$ cat config.mk
export PLATFORM = sky130hd
export DESIGN_NAME = id_ex_stage
export DESIGN_NICKNAME = d
export VERILOG_FILES = /design/src/rtl/pipeline_pkg.sv /design/src/rtl/fwd_select.sv /design/src/rtl/id_ex_stage.sv
export SDC_FILE = /design/constraint.sdc
export NUM_CORES = 1
export LEC_CHECK = 0
export ABC_CLOCK_PERIOD_IN_PS = 2300
export CAP_MARGIN = 20
export CORE_ASPECT_RATIO = 2
export CORE_MARGIN = 1.5
export CORE_UTILIZATION = 40
export CTS_BUF_LIST = sky130_fd_sc_hd__clkbuf_4 sky130_fd_sc_hd__clkbuf_8 sky130_fd_sc_hd__clkbuf_16
export CTS_CLUSTER_SIZE = 8
export DETAILED_ROUTE_END_ITERATION = 16
export PLACE_DENSITY_LB_ADDON = 0.15
export SYNTH_ARGS = -nofsm -noshare
export SYNTH_HDL_FRONTEND = slang
export SYNTH_SLANG_ARGS = --single-unit
$ cat constraint.sdc
create_clock -name Clk -period 2.3 [get_ports Clk]
set_clock_uncertainty 0.2 [all_clocks]
set_input_delay 0.23 -clock Clk [delete_from_list [all_inputs] [get_ports Clk]]
set_output_delay 0.23 -clock Clk [all_outputs]
set_load 0.01 [all_outputs]
$ cat src/rtl/pipeline_pkg.sv
// Shared pipeline types and constants.
// ALU encodings and the EX control bundle.
package pipeline_pkg;

  localparam int PKG_DATA_W = 32;
  localparam int PKG_REG_W  = 5;
  localparam int PKG_CTRL_W = 4;

  localparam logic [3:0] ALU_AND = 4'd0;
  localparam logic [3:0] ALU_OR  = 4'd1;
  localparam logic [3:0] ALU_ADD = 4'd2;
  localparam logic [3:0] ALU_MUL = 4'd3;
  localparam logic [3:0] ALU_XOR = 4'd4;
  localparam logic [3:0] ALU_SLL = 4'd5;
  localparam logic [3:0] ALU_SUB = 4'd6;
  localparam logic [3:0] ALU_SLT = 4'd7;
  localparam logic [3:0] ALU_SRL = 4'd8;
  localparam logic [3:0] ALU_SLE = 4'd9;
  localparam logic [3:0] ALU_NOR = 4'd12;

  typedef struct packed {
    logic valid;
    logic reg_write;
    logic mem_read;
    logic mem_write;
    logic alu_src;
    logic shift_src;
  } ex_ctrl_t;

  localparam ex_ctrl_t EX_CTRL_BUBBLE = '0;

endpackage

$ cat src/rtl/fwd_select.sv
// Priority forwarding mux for one source operand.
// EX/MEM beats MEM/WB; register 0 is never forwarded.
module fwd_select #(
  parameter int DATA_W = 32,
  parameter int REG_W  = 5
) (
  input  logic [REG_W-1:0]  src_i,
  input  logic [DATA_W-1:0] rf_data_i,
  input  logic              mem_we_i,
  input  logic [REG_W-1:0]  mem_reg_i,
  input  logic [DATA_W-1:0] mem_data_i,
  input  logic              wb_we_i,
  input  logic [REG_W-1:0]  wb_reg_i,
  input  logic [DATA_W-1:0] wb_data_i,
  output logic [DATA_W-1:0] data_o
);

  logic nz;
  logic hit_mem;
  logic hit_wb;

  assign nz      = (src_i != '0);
  assign hit_mem = mem_we_i && (mem_reg_i == src_i) && nz;
  assign hit_wb  = wb_we_i && (wb_reg_i == src_i) && nz;

  // Newest producer wins; fall back to the register file.
  always_comb begin
    data_o = rf_data_i;
    if (hit_mem)
      data_o = mem_data_i;
    else if (hit_wb)
      data_o = wb_data_i;
  end

endmodule

$ cat src/rtl/id_ex_stage.sv
// ID/EX pipeline register with forwarding and
// load-use hazard detection feeding the ALU.
module id_ex_stage
  import pipeline_pkg::*;
#(
  parameter int DATA_W = PKG_DATA_W,
  parameter int REG_W  = PKG_REG_W,
  parameter int CTRL_W = PKG_CTRL_W,
  parameter int CNT_W  = 16
) (
  input  logic              Clk,
  input  logic              Reset,
  input  logic              ID_Valid,
  input  logic [DATA_W-1:0] ID_RsData,
  input  logic [DATA_W-1:0] ID_RtData,
  input  logic [DATA_W-1:0] ID_Imm,
  input  logic [4:0]        ID_Shamt,
  input  logic [REG_W-1:0]  ID_Rs,
  input  logic [REG_W-1:0]  ID_Rt,
  input  logic [REG_W-1:0]  ID_Rd,
  input  logic              ID_UsesRt,
  input  logic [CTRL_W-1:0] ID_ALUControl,
  input  logic              ID_ALUSrc,
  input  logic              ID_ShiftSrc,
  input  logic              ID_RegDst,
  input  logic              ID_RegWrite,
  input  logic              ID_MemRead,
  input  logic              ID_MemWrite,
  input  logic              Flush,
  input  logic              MEM_RegWrite,
  input  logic [REG_W-1:0]  MEM_WriteReg,
  input  logic [DATA_W-1:0] MEM_Result,
  input  logic              WB_RegWrite,
  input  logic [REG_W-1:0]  WB_WriteReg,
  input  logic [DATA_W-1:0] WB_Data,
  output logic              Stall,
  output logic              EX_Valid,
  output logic [CTRL_W-1:0] EX_ALUControl,
  output logic [DATA_W-1:0] EX_A,
  output logic [DATA_W-1:0] EX_B,
  output logic [DATA_W-1:0] EX_StoreData,
  output logic [REG_W-1:0]  EX_WriteReg,
  output logic              EX_RegWrite,
  output logic              EX_MemRead,
  output logic              EX_MemWrite,
  output logic [CNT_W-1:0]  StallCount
);

  ex_ctrl_t          ctrl_q, ctrl_d;
  logic [CTRL_W-1:0] alu_q, alu_d;
  logic [REG_W-1:0]  wreg_q, wreg_d;
  logic [REG_W-1:0]  rs_q, rs_d;
  logic [REG_W-1:0]  rt_q, rt_d;
  logic [DATA_W-1:0] rsd_q, rsd_d;
  logic [DATA_W-1:0] rtd_q, rtd_d;
  logic [DATA_W-1:0] imm_q, imm_d;
  logic [4:0]        sh_q, sh_d;
  logic [CNT_W-1:0]  cnt_q, cnt_d;

  logic [DATA_W-1:0] fwd_rs;
  logic [DATA_W-1:0] fwd_rt;
  logic              hz_rs;
  logic              hz_rt;

  // Load in EX whose result a source of ID needs.
  assign hz_rs = (wreg_q == ID_Rs);
  assign hz_rt = ID_UsesRt && (wreg_q == ID_Rt);
  assign Stall = !Flush && ID_Valid && ctrl_q.valid
              && ctrl_q.mem_read && (wreg_q != '0)
              && (hz_rs || hz_rt);

  // Next state: bubble on flush/stall, else capture ID.
  always_comb begin
    ctrl_d = EX_CTRL_BUBBLE;
    alu_d  = alu_q;
    wreg_d = wreg_q;
    rs_d   = rs_q;
    rt_d   = rt_q;
    rsd_d  = rsd_q;
    rtd_d  = rtd_q;
    imm_d  = imm_q;
    sh_d   = sh_q;
    cnt_d  = cnt_q;
    if (!Flush && !Stall) begin
      ctrl_d.valid     = ID_Valid;
      ctrl_d.reg_write = ID_Valid && ID_RegWrite;
      ctrl_d.mem_read  = ID_Valid && ID_MemRead;
      ctrl_d.mem_write = ID_Valid && ID_MemWrite;
      ctrl_d.alu_src   = ID_ALUSrc;
      ctrl_d.shift_src = ID_ShiftSrc;
      alu_d  = ID_ALUControl;
      wreg_d = ID_RegDst ? ID_Rd : ID_Rt;
      rs_d   = ID_Rs;
      rt_d   = ID_Rt;
      rsd_d  = ID_RsData;
      rtd_d  = ID_RtData;
      imm_d  = ID_Imm;
      sh_d   = ID_Shamt;
    end
    if (Stall && (cnt_q != '1))
      cnt_d = cnt_q + 1'b1;
  end

  // Pipeline register and stall counter.
  always_ff @(posedge Clk or negedge Reset) begin
    if (!Reset) begin
      ctrl_q <= EX_CTRL_BUBBLE;
      alu_q  <= '0;
      wreg_q <= '0;
      rs_q   <= '0;
      rt_q   <= '0;
      rsd_q  <= '0;
      rtd_q  <= '0;
      imm_q  <= '0;
      sh_q   <= '0;
      cnt_q  <= '0;
    end else begin
      ctrl_q <= ctrl_d;
      alu_q  <= alu_d;
      wreg_q <= wreg_d;
      rs_q   <= rs_d;
      rt_q   <= rt_d;
      rsd_q  <= rsd_d;
      rtd_q  <= rtd_d;
      imm_q  <= imm_d;
      sh_q   <= sh_d;
      cnt_q  <= cnt_d;
    end
  end

  fwd_select #(.DATA_W(DATA_W), .REG_W(REG_W)) u_fwd_rs (
    .src_i      (rs_q),
    .rf_data_i  (rsd_q),
    .mem_we_i   (MEM_RegWrite),
    .mem_reg_i  (MEM_WriteReg),
    .mem_data_i (MEM_Result),
    .wb_we_i    (WB_RegWrite),
    .wb_reg_i   (WB_WriteReg),
    .wb_data_i  (WB_Data),
    .data_o     (fwd_rs)
  );

  fwd_select #(.DATA_W(DATA_W), .REG_W(REG_W)) u_fwd_rt (
    .src_i      (rt_q),
    .rf_data_i  (rtd_q),
    .mem_we_i   (MEM_RegWrite),
    .mem_reg_i  (MEM_WriteReg),
    .mem_data_i (MEM_Result),
    .wb_we_i    (WB_RegWrite),
    .wb_reg_i   (WB_WriteReg),
    .wb_data_i  (WB_Data),
    .data_o     (fwd_rt)
  );

  assign EX_A = ctrl_q.shift_src
              ? {{(DATA_W-5){1'b0}}, sh_q} : fwd_rs;
  assign EX_B = ctrl_q.alu_src ? imm_q : fwd_rt;
  assign EX_StoreData  = fwd_rt;
  assign EX_ALUControl = alu_q;
  assign EX_WriteReg   = wreg_q;
  assign EX_Valid      = ctrl_q.valid;
  assign EX_RegWrite   = ctrl_q.valid && ctrl_q.reg_write;
  assign EX_MemRead    = ctrl_q.valid && ctrl_q.mem_read;
  assign EX_MemWrite   = ctrl_q.valid && ctrl_q.mem_write;
  assign StallCount    = cnt_q;

endmodule

==> Yosys cells after proc, flatten, opt, wreduce, memory -nomap -nowiden <==
Cells that the tools add are included.
Widths: inputs -> output; s select.
{ "classes": {"eq_ne": 7, "add_sub_neg": 1, "n_mux": 8, "n_reduce_logical": 28} }
{ "ops": {"columns": ["op", "n"], "rows": [
  ["$mux 32", 6],
  ["$eq 5x5->1", 6],
  ["$logic_and 1x1->1", 22],
  ["$add 16x1->16 const B", 1],
  ["$ne 16x16->1 const B", 1],
  ["$reduce_bool 5->1", 3],
  ["$mux 6", 1],
  ["$mux 5", 1],
  ["$logic_not 1->1", 2],
  ["$logic_or 1x1->1", 1]
]} }
{ "totals": {"inputBits": 207, "reg_bits": 142, "output_inout_bits": 126, "elab_cells": 59} }

==> Depth between registers and ports, before layout <==
Gate-level depths: netlist (run 1).
{ "logic_depth": {"ltp_word": 9, "mapped_depth": 8, "depth_no_buf": 6} }

==> Modules after synthesis <==
Synthesis (run 1) repeated with hierarchy kept, for this count alone.
{ "hier_totals": {"cells_unflattened": 842, "hier_area_um2": 8634.5} }
{ "by_module_without_submodules": {"columns": ["mod", "area_per_inst_um2", "instances", "seq_area_each_um2", "cells_each"], "rows": [
  ["id_ex_stage", 6327.3, 1, 3553.4, 446],
  ["fwd_select", 1153.6, 2, 0.0, 198]
]} }

==> Least setup slack after synthesis (run 1) <==
OpenSTA, ideal clock, no wires.
{ "synth_path": {"path_type": "reg2out", "from": "register rt_q[1]", "to": "output port EX_B[10]", "slack_ns": -0.096, "path_buffers": 2, "t_required_ns": 1.870, "path_stages_with_launch": 8, "t_arrival_ns": 1.966, "cell_sequence": "dfrtp_1 -> or4_4 -> a21oi_2 -> or3_1 -> buf_2 -> buf_6 -> a221oi_2 -> o31ai_1"} }
{ "synth_via": {"elab_chain_cells": 6, "word_cells_on_any_way": 10, "cone_classes": "eq/ne (2); mux (3); reduce/logical (5)"} }
{ "synth_rtl": {"columns": ["item", "line", "source"], "rows": [
  ["start, declared", "id_ex_stage.sv:53", "logic [REG_W-1:0] rt_q, rt_d;"],
  ["start signal, assigned", "id_ex_stage.sv:122", "rt_q <= rt_d;"],
  ["$eq 5x5->1", "fwd_select.sv:24", "assign hit_wb = wb_we_i && (wb_reg_i == src_i) && nz;"],
  ["$logic_and 1x1->1 (2 in series)", "fwd_select.sv:24", null],
  ["$mux 32", "fwd_select.sv:31", "else if (hit_wb)"],
  ["$mux 32 *", "fwd_select.sv:29", "if (hit_mem)"],
  ["$mux 32 *", "id_ex_stage.sv:157", "assign EX_B = ctrl_q.alu_src ? imm_q : fwd_rt;"],
  ["end, declared", "id_ex_stage.sv:40", "output logic [DATA_W-1:0] EX_B,"]
]} }
Every way passes the cells marked *; elsewhere a longest branch is shown, timed or not.

==> Worst setup path after layout (run 1) <==
{ "layout_path": {"from": "register rt_q[2]", "to": "output port EX_B[1]"} }
The elaborated chain is that of the path after synthesis.

==> results.cfg, run 1 <==
[floorplan]
die_h_um = 205
fp-row-count = 73
core_region_area_sq_mm = 0.0199
ioPinCount = 333
fp.dieW_um = 104
initial_utilization_pct = 40.9
die-area_sq_mm = 0.0213

[sta]
hold_violations = 0
drv_slew = 0
setup_ws_ps = -746
relSlewSlack_pct = 60.8
setup_tns_ps = -64780
fin_crit_sh_pct = 132
min_period_ps = 3050
setup_viol = 164
max_freq_mhz = 328
rsz0062_at_grt = true
worstMarginPinSlew_ps = 582

[yosys]
ys_types = 42
ys_seq_elements = 142
ys_async_sr_fraction_pct = 100
syn-instance-count = 733
synth-edff-count = 0
synth-seq-area-share_pct = 43.7
avgSynthCellArea_sq_um = 11.1
netlist_area_sq_mm = 0.00814
ys.flop_type = dfrtp_1
synthesis.nets = 941
yosys_warnings = 0

[setup_path]
path_class = flop to primary output
reg2reg_to = rtd_q[2]
required_ps = 1870
start_kind = flop
cp.arrival_ps = 2620
crit_chain = or4_4, a21oi_4, or3_4, buf_12, a221oi_4, buf_4, o31ai_2, buf_2
cp_max_fo = 7
reg2reg_slack_ps = -90
cpPeakStageDelay_ps = 590
reg2regPathDepth = 11
critPathCaptureType = primary output
reg2reg_from = EX_WriteReg[0]
worst_path_max_delay_cell = or4_4

[placed_design]
hpwl_um = 22000
place_congestion = 0.841
portBuffers = 332
postPlaceCellArea_sq_mm = 0.0126

[detailed_routing]
drcViolationCount = 0
post_drt_wl_per_cell_um = 23.0
routed_wl_um = 33800
num_vias = 8084
ant_nets = 0
drt_pass1_iterations = 4
routed_via_density = 5.51
drt_iter0_drc = 340

[finish]
nets = 1395
area_delta_synth_final_pct = 80.6
final_area_sq_mm = 0.0147
layout-drive-gt1-share_pct = 43.3

[global_routing]
grt_max_degree = 55
track_usage_pct = 29.5
antenna_found_initial = 4
grt_pass1_wl_um = 47800
overflow = 0
grt_pass1_vias = 8625

[worst_hold_path]
hold_path_class = primary input to async pin

[status]
violations = setup timing
outcome = finished with violations

[clock_tree]
htree_levels = 4
numCtsBuffers = 17
clk_pin_slew_worst_paths_ps = 60
cts_tree = built
clock_latency_ps = 430
clock-sinks = 142
clockRootBuffer = clkbuf_16
clk_path_buf_depth = 2

[pwr]
p_per_area_mw_per_mm2 = 571
leakagePower_nw = 6.33
ir_drop_mv = 0.526

[run]
drv_cap = 0
-- kinds of logic after synthesis --
group | after synthesis | share of synthesized area (%)
simple gates | 221 | 12.9
mux | 153 | 20.8
flops | 142 | 43.7
compound gates | 114 | 13.7
buf+inv | 60 | 4.26
xor+xnor | 42 | 4.52
fa+ha+maj | 1 | 0.154
-- flip-flops by register name, indices dropped and copies added, names as in the netlist --
name           cells
EX_ALUControl      4
EX_Valid           1
ctrl_q             5
EX_WriteReg        5
imm_q             32
StallCount        16
rt_q               5
rs_q               5
sh_q               5
rsd_q             32
rtd_q             32
-- cells in the mapped netlist, types with 7 or more instances --
cell type / number / area, sq um
and2_1: 11 / 68.8
buf_2: 12 / 60.1
o2bb2ai_1: 27 / 236
mux2_2: 126 / 1420
buf_6: 9 / 101
nand2_1: 50 / 188
dfrtp_1: 142 / 3550
and3_1: 37 / 231
buf_4: 7 / 52.6
xnor2_1: 35 / 307
o31ai_1: 37 / 278
xor2_1: 7 / 61.3
nand4_1: 10 / 62.6
a221oi_2: 30 / 450
nand3_1: 12 / 60.1
mux2i_1: 27 / 270
clkbuf_1: 21 / 78.8
nor2_1: 81 / 304
-- timing repair --
action | in CTS | in global routing
gates resized for setup | 485 | 111
endpoints found under the hold margin | 88 | 0
hold buffers | 1 | 0
cloned | 2 | 11
endpoints found under the setup margin | 97 | 218
pin swaps | 73 | 32
buffers inserted | 44 | 21
-- cell usage in the layout, fill, tap and decap left out, drive strengths merged, types with 2 or more instances in the layout --
cell,count
nor2,82
o31ai,37
nand2,50
inv,6
a21oi,3
dfrtp,142
clkdlybuf4s50,234
a211oi,6
mux2i,27
o2bb2ai,27
mux2,126
nand4,10
bufinv,3
and2,11
buf,245
or4,2
a21bo,2
nand3,12
xor2,7
or3,2
a31oi,5
a221oi,32
nand2b,2
clkbuf,36
nand3b,2
clkinv,2
diode,4
nor4,2
nor3,5
and3,37
xnor2,35
-- metal layers --
| layer | vias to the layer above | GRT usage [%] | part of all wire [%] |
|---|---|---|---|
| li1 | 3599 | - | - |
| met1 | 3978 | 29.9 | 35 |
| met2 | 377 | 54.6 | 54 |
| met3 | 130 | 6.33 | 5.0 |
| met4 | 0 | 18.5 | 6.3 |
| met5 | - | 0 | 0 |
-- how the worst max path moves through the flow --
stage | startpoint | endpoint | slack, ps | cells past startpoint
global route | rt_q[2] | EX_B[20] | -820 | 8
detailed placement | WB_WriteReg[4] | EX_B[19] | -910 | 8
finish | rt_q[2] | EX_B[1] | -750 | 8
floorplan | rs_q[0] | EX_A[11] | -30 | 7
global placement | WB_WriteReg[0] | EX_StoreData[17] | -880 | 8
CTS | rt_q[2] | EX_B[1] | -750 | 8
-- critical path: cells and delay by family (launching register included) --
kind	cells	cell delay [ps]
buffers and inverters	3	510
AND/OR/NAND/NOR	2	860
flip-flops	1	430
AO/OA/AOI/OAI	3	390
-- where the power goes --
group          internal, mW  switching, mW
registers              2.72          0.191
logic                  1.44           1.05
clock network          1.93           1.06
total                  6.09           2.30
-- stage by stage --
| stage | util (%) | setup slack, ps | hold WS, ps | cells | total power, mW |
|---|---|---|---|---|---|
| after detailed placement | 63.1 | -907 | 25.9 | 1353 | 5.15 |
| after floorplan | - | -34.1 | -266 | 733 | 3.86 |
| final | 73.8 | -746 | 140 | 1466 | 8.39 |
| after CTS | 69.6 | -748 | 138 | 1431 | 8.18 |
| after global routing | 73.8 | -817 | 149 | 1466 | 8.69 |
| after global placement | 63.1 | -877 | 16.0 | 1353 | 5.12 |
-- final cells by class --
cell class	instances	area [sq um]
fillers	1409	5220
flip-flops and latches	142	3560
well taps	262	328
clock inverters	5	100
clock buffers	27	538
repair buffers	489	4820
inverters	6	22.5
multi-input cells	531	5320
diodes	4	10.0
Note: power is estimated with default switching activity, not from simulation.
==> run 2: changes to the inputs <==
Settings changed: CAP_MARGIN 20 to default.
==> results of run 2 <==
No change in the layout: final DEF, timing and power equal those of run 1.
